### config.mk
export PLATFORM = sky130hd
export DESIGN_NAME = pc_branch_sequencer
export DESIGN_NICKNAME = d
export VERILOG_FILES = /design/src/rtl/pc_seq_pkg.sv /design/src/rtl/pc_target_adder.sv /design/src/rtl/pc_branch_sequencer.sv
export SDC_FILE = /design/constraint.sdc
export NUM_CORES = 1
export LEC_CHECK = 0
export BUFFER_PORTS_ARGS = -buffer_cell sky130_fd_sc_hd__buf_2
export CAP_MARGIN = 40
export CORE_UTILIZATION = 48
export CTS_CLUSTER_DIAMETER = 200
export DETAILED_ROUTE_END_ITERATION = 16
export GPL_TIMING_DRIVEN = 0
export HOLD_SLACK_MARGIN = 0.15
export PLACE_DENSITY_LB_ADDON = 0.12
export SLEW_MARGIN = 10
export SYNTH_ARGS = -nofsm -noshare
export SYNTH_HDL_FRONTEND = slang
export SYNTH_SLANG_ARGS = --single-unit
export TNS_END_PERCENT = 10
### constraint.sdc
create_clock -name Clock -period 2.35 [get_ports Clock]
set_clock_uncertainty 0.15 [all_clocks]
set_input_delay 0.235 -clock Clock [delete_from_list [all_inputs] [get_ports Clock]]
set_output_delay 0.235 -clock Clock [all_outputs]
set_load 0.05 [all_outputs]
### src/rtl/pc_seq_pkg.sv
// pc_seq_pkg: shared definitions for the PC / branch sequencer.
//   PC_ADDR_BITS  default program-address width
//   seq_state_e   sequencer FSM states
package pc_seq_pkg;
  localparam int unsigned PC_ADDR_BITS = 16;

  typedef enum logic [1:0] {
    RUN       = 2'd0,
    FLUSH     = 2'd1,
    INT_ENTRY = 2'd2
  } seq_state_e;
endpackage

### src/rtl/pc_target_adder.sv
// pc_target_adder: combinational branch-target select.
//   i_pc        current PC
//   i_offset    signed two's-complement displacement
//   i_absolute  absolute target
//   i_relative  1 = PC+offset, 0 = absolute
//   o_target    selected target
module pc_target_adder #(
  parameter int unsigned AddrBits = 16
) (
  input  logic [AddrBits-1:0] i_pc,
  input  logic [AddrBits-1:0] i_offset,
  input  logic [AddrBits-1:0] i_absolute,
  input  logic                i_relative,
  output logic [AddrBits-1:0] o_target
);
  logic [AddrBits-1:0] w_rel_target;

  // Offset is already AddrBits wide, so sign extension is implicit and the
  // truncated sum is exactly (PC + offset) mod 2^AddrBits.
  assign w_rel_target = i_pc + i_offset;
  assign o_target     = i_relative ? w_rel_target : i_absolute;
endmodule

### src/rtl/pc_branch_sequencer.sv
// pc_branch_sequencer: program counter with branch, single-level interrupt
// and return-from-interrupt sequencing.
//   Clock, Reset (async, active high), Tick (advance qualifier)
//   Stall, BranchValid/BranchCond/BranchRelative/BranchOffset/BranchAbsolute
//   IntReq/IntVector, ReturnFromInt
//   PC, FetchValid, Flush, InIsr, BranchAddrD/BranchAddrEn (downstream
//   branch-instruction-address register D / clock enable)
module pc_branch_sequencer
  import pc_seq_pkg::*;
#(
  parameter int unsigned          AddrBits    = PC_ADDR_BITS,
  parameter logic [AddrBits-1:0]  ResetVector = '0
) (
  input  logic                Clock,
  input  logic                Reset,
  input  logic                Tick,
  input  logic                Stall,
  input  logic                BranchValid,
  input  logic                BranchCond,
  input  logic                BranchRelative,
  input  logic [AddrBits-1:0] BranchOffset,
  input  logic [AddrBits-1:0] BranchAbsolute,
  input  logic                IntReq,
  input  logic [AddrBits-1:0] IntVector,
  input  logic                ReturnFromInt,
  output logic [AddrBits-1:0] PC,
  output logic                FetchValid,
  output logic                Flush,
  output logic                InIsr,
  output logic [AddrBits-1:0] BranchAddrD,
  output logic                BranchAddrEn
);
  seq_state_e          r_state;
  logic [AddrBits-1:0] r_pc;
  logic [AddrBits-1:0] r_epc;
  logic                r_in_isr;

  logic [AddrBits-1:0] w_target;
  logic                w_run_adv;
  logic                w_int;
  logic                w_ret;
  logic                w_br_taken;

  pc_target_adder #(.AddrBits(AddrBits)) u_target (
    .i_pc      (r_pc),
    .i_offset  (BranchOffset),
    .i_absolute(BranchAbsolute),
    .i_relative(BranchRelative),
    .o_target  (w_target)
  );

  // Decision chain in RUN: stall > interrupt > return > branch > increment.
  assign w_run_adv  = Tick && !Reset && (r_state == RUN) && !Stall;
  assign w_int      = w_run_adv && IntReq && !r_in_isr;
  assign w_ret      = w_run_adv && !w_int && ReturnFromInt && r_in_isr;
  assign w_br_taken = w_run_adv && !w_int && !w_ret && BranchValid && BranchCond;

  always_ff @(posedge Clock or posedge Reset) begin
    if (Reset) begin
      r_state  <= FLUSH;
      r_pc     <= ResetVector;
      r_epc    <= '0;
      r_in_isr <= 1'b0;
    end else if (Tick) begin
      case (r_state)
        RUN: begin
          if (!Stall) begin
            if (w_int) begin
              r_epc    <= r_pc;
              r_pc     <= IntVector;
              r_in_isr <= 1'b1;
              r_state  <= INT_ENTRY;
            end else if (w_ret) begin
              r_pc     <= r_epc;
              r_in_isr <= 1'b0;
              r_state  <= FLUSH;
            end else if (w_br_taken) begin
              r_pc     <= w_target;
              r_state  <= FLUSH;
            end else begin
              r_pc     <= r_pc + 1'b1;
            end
          end
        end
        // One-tick bubble: PC held, all requests ignored.
        FLUSH, INT_ENTRY: r_state <= RUN;
        default:          r_state <= FLUSH;
      endcase
    end
  end

  assign PC           = r_pc;
  assign InIsr        = r_in_isr;
  assign FetchValid   = (r_state == RUN) && !Stall && !Reset;
  assign Flush        = (r_state != RUN) || Reset;
  assign BranchAddrD  = r_pc;
  assign BranchAddrEn = w_br_taken;
endmodule
==> impl_metrics.yaml, run 1 <==
outcome:
  status: "finished, violations left"
  failing_checks: "negative setup slack"
grt:
  globalRoute.totalOverflow: 0
  busiest_layer: "met2"
  first_pass_grt_wire_length_um: 16300
  global_route.usage.met1_pct: 39.0
  grt_antenna_before_repair: 0
  grt_util_met2_pct: 48.7
  grtUsageTotal_pct: 29.6
  pin_count_of_the_biggest_net_entering_global_routing: 37
  grt.met3_usage_pct: 5.77
  number_of_global_route_vias_before_repair: 3359
setup_path:
  worstPathArrival_ns: 2.47
  critical-path-max-stage-delay_ns: 0.49
  worstSetupPathType: "flip-flop to flip-flop"
  timing.critical_path.cells: "ha_1 -> o21ai_0 -> or2_1 -> a21oi_1 -> o21ai_1 -> a21o_1 -> a221oi_2"
  critical_path.slowest_cell: "sky130_fd_sc_hd__dfrtp_2"
  worstPathMaxFanout: 9
  required_ns: 2.40
  cp-end-kind: "flip-flop"
  cpLargestDelayFamily: "compound AO/OA/AOI/OAI gates"
  type_of_origin_of_the_critical_path: "flip-flop"
  worst-path-buf-inv: 0
route:
  routed_wl_um: 10200
  drcViolationCount: 0
  drt.antenna.violating_nets: 0
  detailedRoute.firstPassIterationCount: 5
  average_wire_per_standard_cell_um: 17.7
  via_count: 3522
  drtIter0Drc: 298
  drt-vias-per-instance: 6.10
clock_network:
  clock_pin_slew_of_the_registers_on_the_worst_case_setup_and_hold_paths_ns: 0.08
  cts.path.max_buffers: 2
  clock_latency_at_the_later_pin_of_the_worst_skew_pair_ns: 0.29
  cts-root-buf: "sky130_fd_sc_hd__clkbuf_8"
  htree_num_levels: 2
  cts_tree: "built"
  numClockSinks: 35
  cts_made_buffers: 5
power_and_ir_drop:
  power_density_nw_per_um2: 1140
  total_leakage_power_nw: 1.93
  power.total_w: 0.00458
  ir_worst_vdd_v: 0.00105
yosys:
  synthesis.area_per_instance_sq_um: 8.13
  yosys_warnings: 0
  synth-seq-area-share_pct: 27.7
  synth-async-reset-ratio_pct: 100
  synth.ff_latch_count: 35
  ys_types: 76
  syn-num-nets: 464
  synthesis.instances: 389
  count_of_flip_flops_with_a_built_in_enable_after_synthesis: 0
  ys_dominant_reg_cell: "sky130_fd_sc_hd__dfrtp_1"
  syn_area_sq_um: 3160
sta:
  hold_violations: 0
  achievable-frequency_mhz: 413
  maxSlewHeadroom_pct: 47.2
  rsz_0062_raised_after_global_routing: "true"
  worst_hold_slack_ns: 0.158
  min_period_ns: 2.42
  worst_slew_pin_slew_ns: 0.791
  setup_total_negative_slack_ns: -0.175
  final_number_of_setup_violating_endpoints: 4
  finalWorstSetupSlack_ns: -0.0737
  final.period_utilization_pct: 103
  final-max-slew-violation-count: 0
floorplanning:
  fp.coreArea_sq_um: 6350
  fp.dieH_um: 83.2
  total_number_of_placement_rows: 29
  die_width_um: 83.2
  pin_count: 93
  initial_util_pct: 49.8
  fp.dieArea_sq_um: 6920
layout:
  area.growth.synth_to_final_pct: 26.9
  final_core_utilization_pct: 63.2
  finish.net_count: 574
  fin_area_sq_um: 4010
  antenna_cells_inserted: 0
  fraction_of_layout_instances_using_a_drive_strength_above_1_pct: 33.4
run:
  cap_violations: 0
place:
  port_buffers: 92
  place.detailed.hpwl_um: 7530
  gp_congestion: 0.889
  postPlaceCellArea_sq_um: 3740
worst_hold_path:
  worst_hold_path_type: "primary input to flip-flop"
[final timing paths]
| path | start | to | slack, ns | cells after the start |
|---|---|---|---|---|
| max in group asynchronous | Reset | BranchAddrD[0]$_DFFE_PP0P_ | 0.95 | 3 |
| hold / removal | IntVector[11] | BranchAddrD[11]$_DFFE_PP0P_ | 0.16 | 3 |
| setup reg to reg | BranchAddrD[3]$_DFFE_PP0P_ | BranchAddrD[13]$_DFFE_PP0P_ | -0.07 | 7 |
| min in group asynchronous | Reset | r_epc[0]$_DFFE_PP0P_ | 0.55 | 3 |
| hold reg to reg | r_epc[11]$_DFFE_PP0P_ | r_epc[11]$_DFFE_PP0P_ | 0.33 | 2 |
| setup / recovery | BranchAddrD[3]$_DFFE_PP0P_ | BranchAddrD[13]$_DFFE_PP0P_ | -0.07 | 7 |
[layout make-up]
type	count	area (sq um)
buffer	35	221
clock buffer	8	80.1
fill	572	2340
inverter	15	56.3
multi-input combinational	304	2110
sequential	35	887
tap	77	96.3
timing repair buffer	103	566
[placed cells by master (no fill, tap or decap), drive strengths merged, types with 2 or more instances in the layout]
cell and n:
o2111ai 2, ha 17, dfrtp 34, clkbuf 16, a2bb2oi 2, a21o 7, and4 5, o21a 2
a41oi 2, or4 2, nand4bb 2, nand2 66, xnor2 7, a21oi 24, nor4b 2, and2 3
o31ai 3, o211ai 6, a22oi 5, nor4 2, dlygate4sd3 8, o21ai 23, a221oi 4, buf 122
inv 15, xor2 7, nand4 2, o221ai 7, nor3 5, a31oi 4, or2 3, o21bai 2
and3 6, o22ai 3, nor2 21, a211o 4, a211oi 9, or3 3, nand3 16, nor2b 4
[registers in the layout, indices dropped and copies added (netlist names)]
| name | count |
|---|---|
| BranchAddrD | 16 |
| InIsr | 1 |
| r_epc | 16 |
| r_state | 2 |
[worst min-delay path, stage by stage]
cell and delay, ns:
sky130_fd_sc_hd__buf_2 0.10, sky130_fd_sc_hd__o21ai_1 0.13, sky130_fd_sc_hd__a221oi_1 0.08
[layer usage]
layer  part of all wire [%]  vias up  routed length (um)
li1                       -     1648                   -
met1                     41     1664                4220
met2                     47      189                4790
met3                    9.6       21                 977
met4                    2.1        0                 219
met5                      0        -                   0
[Yosys cell counts (3+ instances only)]
cell / count / area [sq um]
sky130_fd_sc_hd__o31ai_1: 3 / 22.5
sky130_fd_sc_hd__and3_1: 6 / 37.5
sky130_fd_sc_hd__o21ai_0: 17 / 85.1
sky130_fd_sc_hd__xor2_1: 7 / 61.3
sky130_fd_sc_hd__a211o_1: 4 / 35.0
sky130_fd_sc_hd__ha_1: 17 / 213
sky130_fd_sc_hd__clkbuf_1: 7 / 26.3
sky130_fd_sc_hd__and4_1: 4 / 35.0
sky130_fd_sc_hd__o221ai_1: 6 / 52.6
sky130_fd_sc_hd__o211ai_1: 6 / 45.0
sky130_fd_sc_hd__a22oi_1: 5 / 37.5
sky130_fd_sc_hd__xnor2_1: 7 / 61.3
sky130_fd_sc_hd__inv_1: 14 / 52.6
sky130_fd_sc_hd__o22ai_1: 3 / 18.8
sky130_fd_sc_hd__nor2_1: 19 / 71.3
sky130_fd_sc_hd__a31oi_1: 4 / 25.0
sky130_fd_sc_hd__a21oi_1: 21 / 105
sky130_fd_sc_hd__a221oi_1: 3 / 26.3
sky130_fd_sc_hd__buf_2: 7 / 35.0
sky130_fd_sc_hd__a211oi_1: 9 / 67.6
sky130_fd_sc_hd__nor2b_1: 4 / 25.0
sky130_fd_sc_hd__dfrtp_1: 34 / 851
sky130_fd_sc_hd__or3_1: 3 / 18.8
sky130_fd_sc_hd__a21o_1: 7 / 52.6
sky130_fd_sc_hd__nand3_1: 15 / 75.1
sky130_fd_sc_hd__o21ai_1: 6 / 30.0
sky130_fd_sc_hd__a21oi_2: 3 / 26.3
sky130_fd_sc_hd__buf_4: 17 / 128
sky130_fd_sc_hd__nor3_1: 5 / 25.0
sky130_fd_sc_hd__nand2_1: 66 / 248
[logic make-up (layout without fill, tap and decap cells)]
group                    after synthesis  in the layout  share of synthesized area [%]
flip-flops                            35             35                           27.7
multiplexers                           1              1                          0.316
adder cells (fa/ha/maj)               18             18                           7.36
XOR/XNOR                              14             14                           3.88
AND/OR/NAND/NOR                      147            147                           24.2
buffers and inverters                 50            161                           8.74
AO/OA/AOI/OAI                        124            124                           27.8
[where the power goes]
| part | switching [W] | internal, W |
|---|---|---|
| registers | 0.000305 | 0.000831 |
| logic | 0.00193 | 0.00108 |
| clock network | 0.000221 | 0.000211 |
| total | 0.00245 | 0.00213 |
[repair_timing]
action | CTS | global route
hold buffers | 8 | 0
resized for setup | 14 | 3
setup endpoints to repair | 15 | 14
endpoints found under the hold margin | 41 | 0
pin swaps | 1 | 0
buffers inserted | 3 | 0
[per-stage QoR]
step,cells,worst slack (ns)
after CTS,577,-0.00120
after global routing,577,-0.202
after detailed placement,558,-0.136
final,577,-0.0737
after global placement,558,-0.158
after floorplan,389,-0.0123
(Power assumes the default switching activity.)
==> inputs of run 2 (changes only) <==
Settings changed: CELL_PAD_IN_SITES_DETAIL_PLACEMENT from default to 0, CELL_PAD_IN_SITES_GLOBAL_PLACEMENT from default to 1, CORE_UTILIZATION 48 to 34.
==> impl_metrics.yaml, run 2 (synthesized netlist as in run 1, its figures left out) <==
layout:
  multiInputGateArea_sq_um: 2120
  area.sequential_sq_um: 888
  layout_commonest_cell: "sky130_fd_sc_hd__buf_2"
  fin_area_sq_um: 4110
  fraction_of_layout_instances_using_a_drive_strength_above_1_pct: 34.2
  finish.cell_count_without_fillers: 611
  area.growth.synth_to_final_pct: 30.0
  final.fill_count: 916
  antenna_cells_inserted: 0
  finish.net_count: 577
  most-common-layout-cells: "97 x sky130_fd_sc_hd__buf_2, 66 x sky130_fd_sc_hd__nand2_1, 25 x sky130_fd_sc_hd__dfrtp_1"
route:
  drtIter0Drc: 167
  via_count: 3351
  routed_wl_um: 10900
  average_wire_per_standard_cell_um: 17.9
  drcViolationCount: 5
  drt-vias-per-instance: 5.48
  detailedRoute.firstPassIterationCount: 13
  drt.antenna.violating_nets: 0
sta:
  min_period_ns: 2.39
  achievable-frequency_mhz: 419
  finalWorstSetupSlack_ns: -0.0369
  final_number_of_setup_violating_endpoints: 2
  maxSlewHeadroom_pct: 59.2
  worst_slew_pin_slew_ns: 0.609
  rsz_0062_raised_after_global_routing: "true"
  final.period_utilization_pct: 102
  hold_violations: 0
  final-max-slew-violation-count: 0
setup_path:
  worstPathArrival_ns: 2.39
  cp-end-kind: "flip-flop"
  worstPathMaxFanout: 4
  required_ns: 2.35
  worstSetupPathType: "flip-flop to flip-flop"
  type_of_origin_of_the_critical_path: "flip-flop"
grt:
  grt_antenna_before_repair: 0
  grtUsageTotal_pct: 23.0
  pin_count_of_the_biggest_net_entering_global_routing: 29
  first_pass_grt_wire_length_um: 17400
  globalRoute.totalOverflow: 0
  number_of_global_route_vias_before_repair: 3246
place:
  place.detailed.hpwl_um: 8220
  port_buffers: 92
  place.detailed.instances: 590
  preCtsSetupSlack_ns: -0.160
  gp_congestion: 0.843
  postPlaceCellArea_sq_um: 3800
floorplanning:
  fp.dieH_um: 98.5
  initial_util_pct: 35.7
  die_width_um: 98.5
  pin_count: 93
  total_number_of_placement_rows: 34
  fp.dieArea_sq_um: 9690
  fp.coreArea_sq_um: 8850
clock_network:
  htree_num_levels: 2
  cts.path.max_buffers: 2
  clock_latency_at_the_later_pin_of_the_worst_skew_pair_ns: 0.30
  cts-root-buf: "sky130_fd_sc_hd__clkbuf_8"
  cts_tree: "built"
  numClockSinks: 35
  clock_pin_slew_of_the_registers_on_the_worst_case_setup_and_hold_paths_ns: 0.08
  cts_made_buffers: 5
power_and_ir_drop:
  ir_worst_vdd_v: 0.000522
  power.total_w: 0.00458
  switching_share_pct: 53.7
  combPwrFrac_pct: 65.5
  internal_power_w: 0.00212
  total_leakage_power_nw: 1.96
  netSwitchingPower_w: 0.00246
  fraction_of_power_consumed_by_the_clock_network_pct: 9.7
  power.share.sequential_pct: 24.8
  power_density_nw_per_um2: 1110
worst_hold_path:
  worst_hold_path_type: "primary input to flip-flop"
run:
  cap_violations: 0
outcome:
  status: "finished, violations left"
  failing_checks: "design-rule violations, negative setup slack"
run 2: through the flow:
stage	hold slack, ns	setup TNS (ns)	utilization (%)
after floorplan	0.135	-0.0176	-
after global placement	0.307	-1.47	42.7
after detailed placement	0.0450	-1.45	43.0
after CTS	0.155	-0.0393	45.9
after global routing	0.164	-1.14	46.5
final	0.154	-0.0682	46.5
run 2: final cells by class:
class	count	area share, %
clock buffers	7	1.86
flip-flops and latches	35	21.6
repair buffers	106	14.8
plain buffers	35	5.45
well taps	108	3.29
multi-input cells	304	51.5
inverters	15	1.37
clock inverters	1	0.122
run 2: layer usage:
layer  wire length (um)  track usage [%]
met5                  0                0
met1               5350             32.6
met2               4870             36.8
met4                 98             4.82
met3                590             3.97
run 2: worst paths after layout:
path | slack [ns] | start | end | cells after the start
max in group asynchronous | 1.31 | Reset | BranchAddrD[4]$_DFFE_PP0P_ | 4
max reg2reg | -0.04 | BranchAddrD[4]$_DFFE_PP0P_ | BranchAddrD[11]$_DFFE_PP0P_ | 7
min in group asynchronous | 0.29 | Reset | r_epc[14]$_DFFE_PP0P_ | 3
min | 0.15 | IntVector[1] | BranchAddrD[1]$_DFFE_PP0P_ | 3
max | -0.04 | BranchAddrD[4]$_DFFE_PP0P_ | BranchAddrD[11]$_DFFE_PP0P_ | 7
min reg2reg | 0.33 | r_epc[2]$_DFFE_PP0P_ | r_epc[2]$_DFFE_PP0P_ | 2
run 2: worst max-delay path, stage by stage (launching register included):
cell and delay [ns]:
sky130_fd_sc_hd__dfrtp_2 0.44, sky130_fd_sc_hd__ha_1 0.33, sky130_fd_sc_hd__o211a_1 0.24, sky130_fd_sc_hd__o311ai_1 0.32
sky130_fd_sc_hd__a21oi_2 0.09, sky130_fd_sc_hd__or3_1 0.33, sky130_fd_sc_hd__a31oi_2 0.24, sky130_fd_sc_hd__a221oi_1 0.11
run 2: timing repair:
item / in CTS / in global routing
buffers inserted: 3 / 0
resized for setup: 12 / 12
hold buffers: 10 / 0
endpoints found under the hold margin: 44 / 0
endpoints found under the setup margin: 16 / 15
pin swaps: 1 / 1
run 2: power groups by stage:
stage / clock network, W / logic (W) / registers, W
CTS: 0.000454 / 0.00295 / 0.00112
global route: 0.000466 / 0.00326 / 0.00117
detailed placement: 0 / 0.00276 / 0.00118
finish: 0.000442 / 0.00300 / 0.00114
global placement: 0 / 0.00273 / 0.00117
floorplan: 0 / 0.00178 / 0.00147
